`src/rtl/serial_pattern_pkg.sv`:
```
// serial_pattern_pkg: shared state encodings and frame length; SERIAL_PATTERN_GEN_PARITY_EN adds a parity bit per frame
package serial_pattern_pkg;
  typedef enum logic [1:0] {
    ST_IDLE   = 2'd0,
    ST_SHIFT  = 2'd1,
    ST_PARITY = 2'd2,
    ST_DONE   = 2'd3
  } state_t;
`ifdef SERIAL_PATTERN_GEN_PARITY_EN
  localparam int PAR_BITS = 1;
`else
  localparam int PAR_BITS = 0;
`endif
  function automatic int frame_len(input int pat_w);
    return pat_w + PAR_BITS;
  endfunction
endpackage

```
`src/rtl/serial_pattern_gen_shifter.sv`:
```
// pattern_shifter: latched pattern and MSB-first bit index with wrap, exposing next-cycle bit for registered output
module pattern_shifter #(
  parameter int PAT_W = 4
) (
  input  logic             clk,
  input  logic             rst,
  input  logic             load,
  input  logic             step,
  input  logic [PAT_W-1:0] pattern,
  output logic             nxt_bit,
  output logic             eof,
  output logic             par
);
  localparam int IW = $clog2(PAT_W);
  localparam logic [IW-1:0] TOP = IW'(PAT_W - 1);
  logic [PAT_W-1:0] pat_reg, pat_nxt;
  logic [IW-1:0] idx, idx_nxt;
  always_comb begin
    pat_nxt = load ? pattern : pat_reg;
    idx_nxt = load ? TOP : step ? (idx == '0 ? TOP : idx - 1'b1) : idx;
  end
  assign nxt_bit = pat_nxt[idx_nxt];
  assign eof = idx == '0;
  assign par = ^pat_reg;
  always_ff @(posedge clk) begin
    if (rst) begin
      pat_reg <= '0;
      idx <= '0;
    end else begin
      pat_reg <= pat_nxt;
      idx <= idx_nxt;
    end
  end
endmodule

```
`src/rtl/serial_pattern_gen.sv`:
```
// serial_pattern_gen: MSB-first serial pattern transmitter with repeat count and sticky stop; optional SERIAL_PATTERN_GEN_PARITY_EN
module serial_pattern_gen
  import serial_pattern_pkg::*;
#(
  parameter int PAT_W = 4,
  parameter int CNT_W = 8
) (
  input  logic             clk,
  input  logic             rst,
  input  logic             start,
  input  logic [PAT_W-1:0] pattern,
  input  logic [CNT_W-1:0] repeat_cnt,
  input  logic             stop,
  output logic             out,
  output logic             out_valid,
  output logic             busy,
  output logic             done
);
  state_t state, nxt;
  logic [CNT_W-1:0] rem;
  logic stop_lat, nxt_bit, eof, par, frame_end, go_done, load, step, active;
  pattern_shifter #(.PAT_W(PAT_W)) u_shifter (
    .clk(clk), .rst(rst), .load(load), .step(step), .pattern(pattern),
    .nxt_bit(nxt_bit), .eof(eof), .par(par)
  );
  always_comb begin
    active = state == ST_SHIFT || state == ST_PARITY;
`ifdef SERIAL_PATTERN_GEN_PARITY_EN
    frame_end = state == ST_PARITY;
`else
    frame_end = state == ST_SHIFT && eof;
`endif
    go_done = rem == CNT_W'(1) || stop_lat || stop;
    nxt = ST_IDLE;
    case (state)
      ST_IDLE:   nxt = start ? (repeat_cnt == '0 ? ST_DONE : ST_SHIFT) : ST_IDLE;
`ifdef SERIAL_PATTERN_GEN_PARITY_EN
      ST_SHIFT:  nxt = eof ? ST_PARITY : ST_SHIFT;
      ST_PARITY: nxt = go_done ? ST_DONE : ST_SHIFT;
`else
      ST_SHIFT:  nxt = eof && go_done ? ST_DONE : ST_SHIFT;
`endif
      default:   nxt = ST_IDLE;
    endcase
    load = state == ST_IDLE && nxt == ST_SHIFT;
    step = state != ST_IDLE && nxt == ST_SHIFT;
  end
  // outputs are registered from the next state so they align with it
  always_ff @(posedge clk) begin
    if (rst) begin
      state <= ST_IDLE;
      rem <= '0;
      stop_lat <= 1'b0;
      out <= 1'b0;
      out_valid <= 1'b0;
      busy <= 1'b0;
      done <= 1'b0;
    end else begin
      state <= nxt;
      rem <= load ? repeat_cnt : frame_end ? rem - 1'b1 : rem;
      stop_lat <= (frame_end || !active) ? 1'b0 : stop_lat | stop;
      out <= nxt == ST_SHIFT ? nxt_bit : nxt == ST_PARITY && par;
      out_valid <= nxt == ST_SHIFT || nxt == ST_PARITY;
      busy <= nxt != ST_IDLE;
      done <= nxt == ST_DONE;
    end
  end
endmodule

```
`config.mk`:
```
export PLATFORM = sky130hd
export DESIGN_NAME = serial_pattern_gen
export DESIGN_NICKNAME = d
export VERILOG_FILES = /design/src/rtl/serial_pattern_pkg.sv /design/src/rtl/serial_pattern_gen_shifter.sv /design/src/rtl/serial_pattern_gen.sv
export SDC_FILE = /design/constraint.sdc
export NUM_CORES = 1
export LEC_CHECK = 0
export ABC_AREA = 0
export BUFFER_PORTS_ARGS = -buffer_cell sky130_fd_sc_hd__buf_4
export CAP_MARGIN = 20
export CORE_MARGIN = 2
export CORE_UTILIZATION = 58
export DETAILED_ROUTE_END_ITERATION = 10
export PLACE_DENSITY = 0.82
export SLEW_MARGIN = 5
export SYNTH_ARGS = -nofsm -noshare
export SYNTH_HDL_FRONTEND = slang
export SYNTH_SLANG_ARGS = --single-unit
export TNS_END_PERCENT = 10
```
`constraint.sdc`:
```
create_clock -name clk -period 6 [get_ports clk]
set_input_delay 0 -clock clk [delete_from_list [all_inputs] [get_ports clk]]
set_output_delay 0 -clock clk [all_outputs]
set_load 0.02 [all_outputs]
```
## Word level (Yosys, flattened, before mapping)

Index checks and enable logic that the tools add are counted.

- Logic and storage cells: 51
- Bits in latches: 0
- Memory bits (read-only): 0
- Memories: 0
- Output and inout bits: 4
- Bits of input ports: 16
- Register bits: 21
- Bits in writable memories: 0

- Shifts and indexed selects: 0
- Muxes and demuxes: 13
- Multiply operators: 0
- $add $sub $neg: 2
- Reductions and logical operators: 19
- Div/mod/pow operators: 0
- $lt $le $gt $ge: 1
- Eq/ne operators: 6
- Bitwise logic cells: 1

Operator list:

| cell | count |
|---|---|
| $mux W8 | 2 |
| $mux W2 | 6 |
| $eq A8 B1 Y1 const B | 1 |
| $logic_not A8 Y1 | 1 |
| $sub A8 B1 Y8 const B | 1 |
| $eq A2 B2 Y1 const B | 3 |
| $reduce_bool A2 Y1 | 3 |
| $logic_and A1 B1 Y1 | 5 |
| $logic_or A1 B1 Y1 | 5 |
| $eq A2 B1 Y1 const B | 2 |
| $logic_not A2 Y1 | 2 |
| $mux W4 | 1 |
| $pmux W2 S2 | 1 |
| $reduce_xor A4 Y1 | 1 |
| $lt A2 B3 Y1 const B | 1 |
| $bmux W1 S2 | 1 |
| $mux W1 | 2 |
| $reduce_or A2 Y1 | 1 |
| $sub A2 B1 Y2 const B | 1 |
| $logic_not A1 Y1 | 1 |
| $or A1 B1 Y1 | 1 |

## Depth between registers and ports, before layout

Gate-level depths: netlist (run 1).

- Depth after elaboration: 13
- Mapped depth: 11
- Mapped depth without buffers: 9

## Cells and area by module

From an unflattened synthesis (run 1), not the netlist that was laid out.

- Cells, all modules: 123
- Area total of the unflattened synthesis: 1093.5 sq um

By module, submodules not included:

| module | instances | seq. area each (sq um) | area each (sq um) | cells each |
|---|---|---|---|---|
| serial_pattern_gen | 1 | 300.3 | 795.8 | 94 |
| pattern_shifter | 1 | 120.1 | 297.8 | 29 |

## Worst setup path after synthesis (run 1)

No wires, ideal clock.

- Kind: flip-flop to flip-flop
- Start: reg u_shifter.idx[0]
- End: reg out
- Path slack: 3.608 ns
- Setup time: 0.058 ns
- Arrival: 2.334 ns
- Stages on the path, launching flop included: 11
- Cells stage by stage: dfxtp_1 inv_1 ha_1 and3b_1 clkbuf_1 a22oi_1 ha_1 buf_2 or4b_1 a221oi_2 a211o_1

- Cells in the longest elaborated chain, start to end: 11
- Elaborated cells between the ends (all ways): 17

RTL lines:

| item | line | RTL |
|---|---|---|
| start, declared | serial_pattern_gen_shifter.sv:17 | `logic [IW-1:0] idx, idx_nxt;` |
| start signal, assigned | serial_pattern_gen_shifter.sv:31 | `idx <= idx_nxt;` |
| $logic_not A2 Y1 | serial_pattern_gen_shifter.sv:20, serial_pattern_gen_shifter.sv:23 |  |
| $logic_and A1 B1 Y1 | serial_pattern_gen.sv:41 | `ST_SHIFT: nxt = eof && go_done ? ST_DONE : ST_SHIFT;` |
| $mux W2 | serial_pattern_gen.sv:41 |  |
| $pmux W2 S2 | serial_pattern_gen.sv:35 | `case (state)` |
| $eq A2 B1 Y1 | serial_pattern_gen.sv:45, serial_pattern_gen.sv:46, serial_pattern_gen.sv:62 |  |
| $logic_and A1 B1 Y1 | serial_pattern_gen.sv:46 | `step = state != ST_IDLE && nxt == ST_SHIFT;` |
| $mux W2 (2 in series) | serial_pattern_gen_shifter.sv:20 | `idx_nxt = load ? TOP : step ? (idx == '0 ? TOP : idx - 1'b1) : idx;` |
| $bmux W1 S2 | serial_pattern_gen_shifter.sv:22 | `assign nxt_bit = pat_nxt[idx_nxt];` |
| $mux W1 (implied by the code) | serial_pattern_gen_shifter.sv:22 |  |
| $mux W1 * | serial_pattern_gen.sv:62 | `out <= nxt == ST_SHIFT ? nxt_bit : nxt == ST_PARITY && par;` |
| end signal, assigned | serial_pattern_gen.sv:62 |  |
| end, declared | serial_pattern_gen.sv:14 | `output logic out,` |

Mark *: on every way between the ends. The rest lies on a longest branch, timed or not. The select of a mux whose other input is x is not followed.
A chain may end at the register's enable or synchronous reset.

## Worst setup path in the final report (run 1)

- Start: reg u_shifter.idx[0]
- End: reg rem[1]

- Cells in the longest elaborated chain, start to end: 7
- Elaborated cells between the ends (all ways): 9

RTL lines:

| item | line | RTL |
|---|---|---|
| $logic_not A2 Y1 * | serial_pattern_gen_shifter.sv:23 | `assign eof = idx == '0;` |
| $logic_and A1 B1 Y1 | serial_pattern_gen.sv:41 |  |
| $mux W2 | serial_pattern_gen.sv:41 |  |
| $pmux W2 S2 | serial_pattern_gen.sv:35 |  |
| $eq A2 B1 Y1 | serial_pattern_gen.sv:45 | `load = state == ST_IDLE && nxt == ST_SHIFT;` |
| $logic_and A1 B1 Y1 | serial_pattern_gen.sv:45 |  |
| $mux W8 / $reduce_bool A2 Y1 (equally long branches) | -- |  |
| end signal, assigned | serial_pattern_gen.sv:60 | `rem <= load ? repeat_cnt : frame_end ? rem - 1'b1 : rem;` |
| end, declared | serial_pattern_gen.sv:20 | `logic [CNT_W-1:0] rem;` |

Mark *: on every way between the ends. The rest lies on a longest branch, timed or not.

==> results_tabular.tex, run 1 <==
\begin{tabular}{lr}
\hline
Metric & Value \\
\hline
\multicolumn{2}{l}{\textbf{Logic synthesis}} \\
Number of synthesized flops with an enable pin & 0 \\
Top flip-flop cell by instance count after synthesis & sky130\_fd\_sc\_hd\_\_dfxtp\_1 \\
Syn nets & 158 \\
Post-synthesis sequential element count & 21 \\
Portion of synthesized cell area occupied by the leading cell type & 37.3\% \\
Distinct cell type count of the synthesized netlist & 41 \\
Synth Area in Simple Gates & 23.3\% \\
Main combinational cell family by area after synthesis & simple AND/OR/NAND/NOR gates \\
Cell type with the largest total area after synthesis & sky130\_fd\_sc\_hd\_\_dfxtp\_1 \\
Synthesized area per cell & 8.36 um\^{}2 \\
Share of the yosys chip area belonging to registers & 37.3\% \\
Fraction of synthesized area in multiplexers & 0.887\% \\
Synthesized cell area & 1130 um\^{}2 \\
Synth Area in Adders & 7.76\% \\
Number of warnings printed during yosys synthesis & 0 \\
Most area-consuming cells after synthesis & sky130\_fd\_sc\_hd\_\_dfxtp\_1 (37\%), sky130\_fd\_sc\_hd\_\_ha\_1 (7.8\%), sky130\_fd\_sc\_hd\_\_a21oi\_1 (5.3\%) \\
Gate count of the mapped netlist & 135 \\
Complex-gate fraction of the synthesized area & 22.2\% \\
Share of async-settable or async-resettable flops after synthesis & 0\% \\
Synthesized-area fraction occupied by xor and xnor cells & 2.33\% \\
\multicolumn{2}{l}{\textbf{Clock tree}} \\
H-tree depth & 1 \\
Clk buf depth & 2 \\
Clock-pin slew on the worst setup and hold paths & 0.11 ns \\
Total clock sinks & 21 \\
Clk root buf & sky130\_fd\_sc\_hd\_\_clkbuf\_4 \\
Total CTS buffers & 3 \\
Post-CTS Setup Repair Bufs & 0 \\
TritonCTS clock tree & yes \\
Worst skew pair latency & 0.30 ns \\
\multicolumn{2}{l}{\textbf{Finish}} \\
Finished Layout Cells & 184 \\
Number of flip-flops under the largest register name & 8 \\
Post-route design area & 1380 um\^{}2 \\
Layout-stage area growth over the synthesis result & 21.8\% \\
Net count reported at finish & 183 \\
Most common library cell in the layout ignoring fill and taps & sky130\_fd\_sc\_hd\_\_dfxtp\_1 \\
Fraction of layout cells with a size suffix above 1 & 17.0\% \\
Top library cells by usage in the layout, fill and taps aside & sky130\_fd\_sc\_hd\_\_dfxtp\_1 (21), sky130\_fd\_sc\_hd\_\_buf\_4 (19), sky130\_fd\_sc\_hd\_\_nor2\_1 (15) \\
Number of diodes & 0 \\
\multicolumn{2}{l}{\textbf{GRT}} \\
Most crowded layer after global routing & met2 \\
Met3 track utilization from global routing & 3.33\% \\
GRT Overall Usage & 24.8\% \\
Global routing met1 resource utilization & 29.7\% \\
Vias in the first global route & 991 \\
Wire length of the first global-routing pass & 4000 um \\
Number of antenna violations at the first check in global routing & 0 \\
Pin count of the biggest net entering global routing & 24 \\
Global routing usage on met2 & 43.5\% \\
Remaining Overflow, GRT & 0 \\
\multicolumn{2}{l}{\textbf{STA}} \\
Share of the clock period used by the worst path & 52.2\% \\
Rel. slew slack & 52.8\% \\
Hold violation total from the final report & 0 \\
Maximum clock frequency & 319 MHz \\
RSZ-0062 raised after global routing & false \\
Number of slew-limit violations in the final report & 0 \\
Setup\_tns & 0 ns \\
Fin crit period & 3.13 ns \\
Tightest Pin Transition & 0.705 ns \\
Clk\_skew & 0.00253 ns \\
Minimum hold slack & 0.000336 ns \\
Number of failing setup endpoints in the final timing report & 0 \\
\multicolumn{2}{l}{\textbf{Power}} \\
Total Power & 337 uW \\
VDD IR-drop max & 189 uV \\
Static Leakage & 0.571 nW \\
PwrDens & 245 nW/um\^{}2 \\
\multicolumn{2}{l}{\textbf{Die}} \\
Area enclosed by the die boundary & 2310 um\^{}2 \\
Initial standard-cell utilization of the core & 63.3\% \\
I/O pin cnt & 20 \\
Area of the placeable core & 1780 um\^{}2 \\
Width of the chip & 48.1 um \\
Core Rows & 15 \\
Chip height & 48.1 um \\
\multicolumn{2}{l}{\textbf{Setup path}} \\
Critical Setup Path Class & flop to flop \\
Setup slack on the worst flop-to-flop path & 2.87 ns \\
Worst-path maximum fanout & 12 \\
Element type at the critical path end & flop \\
Data arrival time of the critical path & 3.33 ns \\
Required @ worst endpoint & 6.20 ns \\
Critical path launch point type & flop \\
\multicolumn{2}{l}{\textbf{Placement}} \\
IO Port Bufs & 19 \\
Cells after DPL & 172 \\
Placed standard-cell area & 1270 um\^{}2 \\
Placer congestion estimate & 0.895 \\
Detailed placer's ending HPWL & 1800 um \\
\multicolumn{2}{l}{\textbf{Outcome}} \\
Status & finished, final reports clean \\
\multicolumn{2}{l}{\textbf{Route}} \\
Wire length after detailed routing & 2550 um \\
Starting DRT DRC Count & 17 \\
Detailed-route wire length per cell & 13.9 um \\
Detailed-route vias per instance & 5.91 \\
Residual DRC count & 0 \\
Detailed Routing Iterations Pass 1 & 5 \\
ANT nets after route & 0 \\
Number of vias after detailed routing & 1088 \\
\multicolumn{2}{l}{\textbf{Job}} \\
Maxcap violations & 0 \\
\multicolumn{2}{l}{\textbf{Worst hold path}} \\
Hold/Removal Path Class & input port to flop \\
\hline
\end{tabular}
-- final timing paths --
check,start,endpoint,cells past startpoint
max,u_shifter.idx[0]$_SDFF_PP0_,rem[1]$_SDFFE_PP0P_,9
min,repeat_cnt[3],rem[3]$_SDFFE_PP0P_,3
max reg2reg,u_shifter.idx[0]$_SDFF_PP0_,rem[1]$_SDFFE_PP0P_,9
min reg2reg,u_shifter.pat_reg[3]$_SDFF_PP0_,u_shifter.pat_reg[3]$_SDFF_PP0_,2
-- stage by stage --
step	util [%]	setup slack, ns
after floorplan	-	3.61
after global placement	71.2	3.05
after detailed placement	71.2	2.90
after CTS	77.1	2.88
after global routing	77.1	2.55
final	77.1	2.87
-- routing by layer --
metal / share of wire [%] / vias to the layer above / wire [um]
li1: - / 531 / -
met3: 5.3 / 6 / 135
met4: 2.0 / 0 / 51
met2: 49 / 46 / 1260
met1: 43 / 505 / 1110
met5: 0 / - / 0
-- critical path: stages, from the launching register on --
cell                       delay, ns
sky130_fd_sc_hd__dfxtp_1        0.41
sky130_fd_sc_hd__inv_1          0.06
sky130_fd_sc_hd__ha_1           0.24
sky130_fd_sc_hd__and3b_1        0.25
sky130_fd_sc_hd__a22oi_1        0.36
sky130_fd_sc_hd__ha_1           0.46
sky130_fd_sc_hd__nor3b_2        0.67
sky130_fd_sc_hd__nor2_1         0.22
sky130_fd_sc_hd__a221oi_1       0.29
sky130_fd_sc_hd__nor2_1         0.06
-- final cells by class --
type	instances	area, um^2
Sequential cell	21	420
Tap cell	25	31.3
Clock buffer	4	26.3
Timing Repair Buffer	27	223
Inverter	10	37.5
Multi-Input combinational cell	97	637
Fill cell	139	408
-- cell usage after synthesis, types with 2 or more instances --
cell type,n
sky130_fd_sc_hd__a22oi_1,4
sky130_fd_sc_hd__nand2_1,11
sky130_fd_sc_hd__a31oi_1,2
sky130_fd_sc_hd__o21ai_1,3
sky130_fd_sc_hd__nor3_1,4
sky130_fd_sc_hd__o32ai_1,2
sky130_fd_sc_hd__nand3_1,2
sky130_fd_sc_hd__xnor2_1,3
sky130_fd_sc_hd__clkbuf_1,3
sky130_fd_sc_hd__nor4_1,3
sky130_fd_sc_hd__a21oi_1,12
sky130_fd_sc_hd__nor2_1,15
sky130_fd_sc_hd__ha_1,7
sky130_fd_sc_hd__nand3b_1,2
sky130_fd_sc_hd__o21ai_0,3
sky130_fd_sc_hd__dfxtp_1,21
sky130_fd_sc_hd__o22ai_1,2
sky130_fd_sc_hd__inv_1,10
sky130_fd_sc_hd__buf_2,3
sky130_fd_sc_hd__nor2b_1,2
-- cells by family (layout without fill, tap and decap cells) --
kind of cell / after synthesis / count (layout)
xor gates and xnor gates: 3 / 3
adders and majority gates: 7 / 7
muxes: 1 / 1
and+or+nand+nor: 49 / 49
AOI/OAI and AO/OA: 37 / 37
buffers and inverters: 17 / 41
DFF: 21 / 21
-- power by group --
group | switching, mW | internal (mW) | leakage [nW]
Sequential | 0.0145 | 0.154 | 0.173
Combinational | 0.0552 | 0.0461 | 0.382
Clock | 0.0411 | 0.0259 | 0.0150
Total | 0.111 | 0.226 | 0.571
-- repair_timing --
item / in CTS / in global routing
endpoints found under the hold margin: 8 / 0
gates resized for setup: 0 / 0
hold buffers: 8 / 0
No activity file was read; power rests on OpenSTA's default activity.
==> inputs of run 2 (changes only) <==
Settings changed: CORE_UTILIZATION 58 to 49, PLACE_DENSITY 0.82 to 0.74.
Clock period 6 ns to 2.75 ns, I/O delays scaled along.
==> run 2 against run 1 <==
Sequential power up 120%. Clock power up 120%. Via count increased by 1.8%. Critical path depth is the same. Highest routed layer unchanged.
==> results_tabular.tex, run 2 (synthesized netlist as in run 1, its figures left out) <==
\begin{tabular}{lr}
\hline
Metric & Value \\
\hline
\multicolumn{2}{l}{\textbf{Die}} \\
I/O pin cnt & 20 \\
Chip height & 52.0 um \\
Initial standard-cell utilization of the core & 51.5\% \\
Area enclosed by the die boundary & 2700 um\^{}2 \\
Core Rows & 17 \\
Area of the placeable core & 2190 um\^{}2 \\
Width of the chip & 52.0 um \\
\multicolumn{2}{l}{\textbf{Setup path}} \\
Critical path launch point type & flop \\
Critical register-to-register path endpoint & rem[1]\$\_SDFFE\_PP0P\_ \\
Worst-path maximum fanout & 6 \\
Data arrival time of the critical path & 2.74 ns \\
Critical register-to-register path startpoint & u\_shifter.idx[0]\$\_SDFF\_PP0\_ \\
Cell with the largest stage delay on the worst path & sky130\_fd\_sc\_hd\_\_nor3b\_2 \\
Delay of the slowest cell on the worst path & 0.41 ns \\
Required @ worst endpoint & 2.94 ns \\
Top Family by Delay on Critical Path & simple AND/OR/NAND/NOR gates \\
Worst Path Buf+Inv & 1 \\
CP Launch Point & u\_shifter.idx[0]\$\_SDFF\_PP0\_ \\
Critical Setup Path Class & flop to flop \\
Element type at the critical path end & flop \\
Critical-path cell list & inv\_1 > ha\_1 > and3b\_1 > a22oi\_1 > ha\_1 > nor3b\_2 > nor2\_1 > a221oi\_1 > nor2\_1 \\
Register-to-Register Path Depth & 9 \\
Setup slack on the worst flop-to-flop path & 0.20 ns \\
\multicolumn{2}{l}{\textbf{STA}} \\
Post-layout worst setup margin & 0.204 ns \\
Setup\_tns & 0 ns \\
Rel. slew slack & 66.7\% \\
Maximum clock frequency & 393 MHz \\
Share of the clock period used by the worst path & 92.6\% \\
Number of failing setup endpoints in the final timing report & 0 \\
Number of slew-limit violations in the final report & 0 \\
Hold violation total from the final report & 0 \\
Fin crit period & 2.55 ns \\
RSZ-0062 raised after global routing & false \\
Tightest Pin Transition & 0.496 ns \\
Clk\_skew & 0.00998 ns \\
Minimum hold slack & 0.00336 ns \\
\multicolumn{2}{l}{\textbf{Power}} \\
VDD IR-drop max & 363 uV \\
Static Leakage & 0.587 nW \\
PwrDens & 534 nW/um\^{}2 \\
\multicolumn{2}{l}{\textbf{Placement}} \\
IO Port Bufs & 19 \\
Placer congestion estimate & 0.926 \\
Detailed placer's ending HPWL & 1940 um \\
Placed standard-cell area & 1290 um\^{}2 \\
DP Worst Slack & 0.262 ns \\
\multicolumn{2}{l}{\textbf{Clock tree}} \\
Clk root buf & sky130\_fd\_sc\_hd\_\_clkbuf\_4 \\
Clk buf depth & 2 \\
Number of resized instances in the post-cts repair step & 0 \\
Worst skew pair latency & 0.30 ns \\
Clock-pin slew on the worst setup and hold paths & 0.12 ns \\
H-tree depth & 1 \\
TritonCTS clock tree & yes \\
Total CTS buffers & 3 \\
Total clock sinks & 21 \\
\multicolumn{2}{l}{\textbf{Route}} \\
Detailed Routing Iterations Pass 1 & 5 \\
ANT nets after route & 0 \\
Detailed-route vias per instance & 5.83 \\
Number of vias after detailed routing & 1108 \\
Wire length after detailed routing & 2690 um \\
Residual DRC count & 0 \\
Starting DRT DRC Count & 28 \\
Detailed-route wire length per cell & 14.2 um \\
\multicolumn{2}{l}{\textbf{GRT}} \\
Vias in the first global route & 1066 \\
Wire length of the first global-routing pass & 4770 um \\
Number of antenna violations at the first check in global routing & 0 \\
GRT Overall Usage & 23.2\% \\
Remaining Overflow, GRT & 0 \\
Pin count of the biggest net entering global routing & 24 \\
\multicolumn{2}{l}{\textbf{Finish}} \\
Most common library cell in the layout ignoring fill and taps & sky130\_fd\_sc\_hd\_\_buf\_4 \\
Fraction of layout cells with a size suffix above 1 & 19.1\% \\
Top library cells by usage in the layout, fill and taps aside & sky130\_fd\_sc\_hd\_\_buf\_4 (22), sky130\_fd\_sc\_hd\_\_dfxtp\_1 (21), sky130\_fd\_sc\_hd\_\_nor2\_1 (15) \\
Post-route design area & 1400 um\^{}2 \\
Footprint of the multi-input gates & 637 um\^{}2 \\
Number of diodes & 0 \\
Number of filler cells placed in the layout & 202 \\
Sequential Area & 420 um\^{}2 \\
Layout-stage area growth over the synthesis result & 24.3\% \\
Number of flip-flops under the largest register name & 8 \\
Net count reported at finish & 186 \\
\multicolumn{2}{l}{\textbf{Worst hold path}} \\
Count of cells along the worst hold path & 3 \\
Hold/Removal Path Class & input port to flop \\
Endpoint with the worst hold slack & rem[2]\$\_SDFFE\_PP0P\_ \\
Startpoint of the most critical hold path & repeat\_cnt[2] \\
\multicolumn{2}{l}{\textbf{Job}} \\
Maxcap violations & 0 \\
\multicolumn{2}{l}{\textbf{Outcome}} \\
Status & finished, final reports clean \\
\hline
\end{tabular}
==> run 2: worst max-delay path by stage <==
stage / end / cells past startpoint
2_1_floorplan: out$_SDFF_PP0_ / 10
3_3_place_gp: out$_SDFF_PP0_ / 9
6_report: rem[1]$_SDFFE_PP0P_ / 9
4_1_cts: rem[1]$_SDFFE_PP0P_ / 9
5_1_grt: rem[1]$_SDFFE_PP0P_ / 9
3_5_place_dp: rem[1]$_SDFFE_PP0P_ / 9
==> run 2: worst register-to-register path: stages, from the launching register on <==
cell,delay (ns)
sky130_fd_sc_hd__dfxtp_1,0.39
sky130_fd_sc_hd__inv_1,0.06
sky130_fd_sc_hd__ha_1,0.24
sky130_fd_sc_hd__and3b_1,0.24
sky130_fd_sc_hd__a22oi_1,0.24
sky130_fd_sc_hd__ha_1,0.30
sky130_fd_sc_hd__nor3b_2,0.41
sky130_fd_sc_hd__nor2_1,0.19
sky130_fd_sc_hd__a221oi_1,0.27
sky130_fd_sc_hd__nor2_1,0.06
==> run 2: layer usage <==
metal	GRT usage (%)	part of all wire, %
met1	30.5	46
met2	37.8	49
met3	3.74	4.0
met4	9.21	1.2
met5	0	0
==> run 2: power breakdown <==
group | total, mW | switching (mW) | internal, mW
logic | 0.234 | 0.128 | 0.107
clock network | 0.148 | 0.0940 | 0.0542
registers | 0.367 | 0.0309 | 0.336
total | 0.750 | 0.252 | 0.497
==> run 2: cell type report <==
type                       count  share of cell area (%)
timing repair buffer          30                    17.5
sequential                    21                    30.0
clock buffer                   3                    1.61
inverter                      10                    2.68
multi-input combinational     97                    45.4
tap                           28                    2.50
clock inverter                 1                   0.357
==> run 2: timing repair <==
action / in CTS / in global routing
setup buffers: 0 / 0
hold buffers: 8 / 0
hold endpoints to repair: 8 / 0
==> run 2: metrics by stage <==
stage,util [%],std cells,power [mW]
finish,64.0,190,0.750
global route,64.0,190,0.802
CTS,64.0,190,0.751
detailed placement,59.1,178,0.595
global placement,59.1,178,0.588
floorplan,-,135,0.524
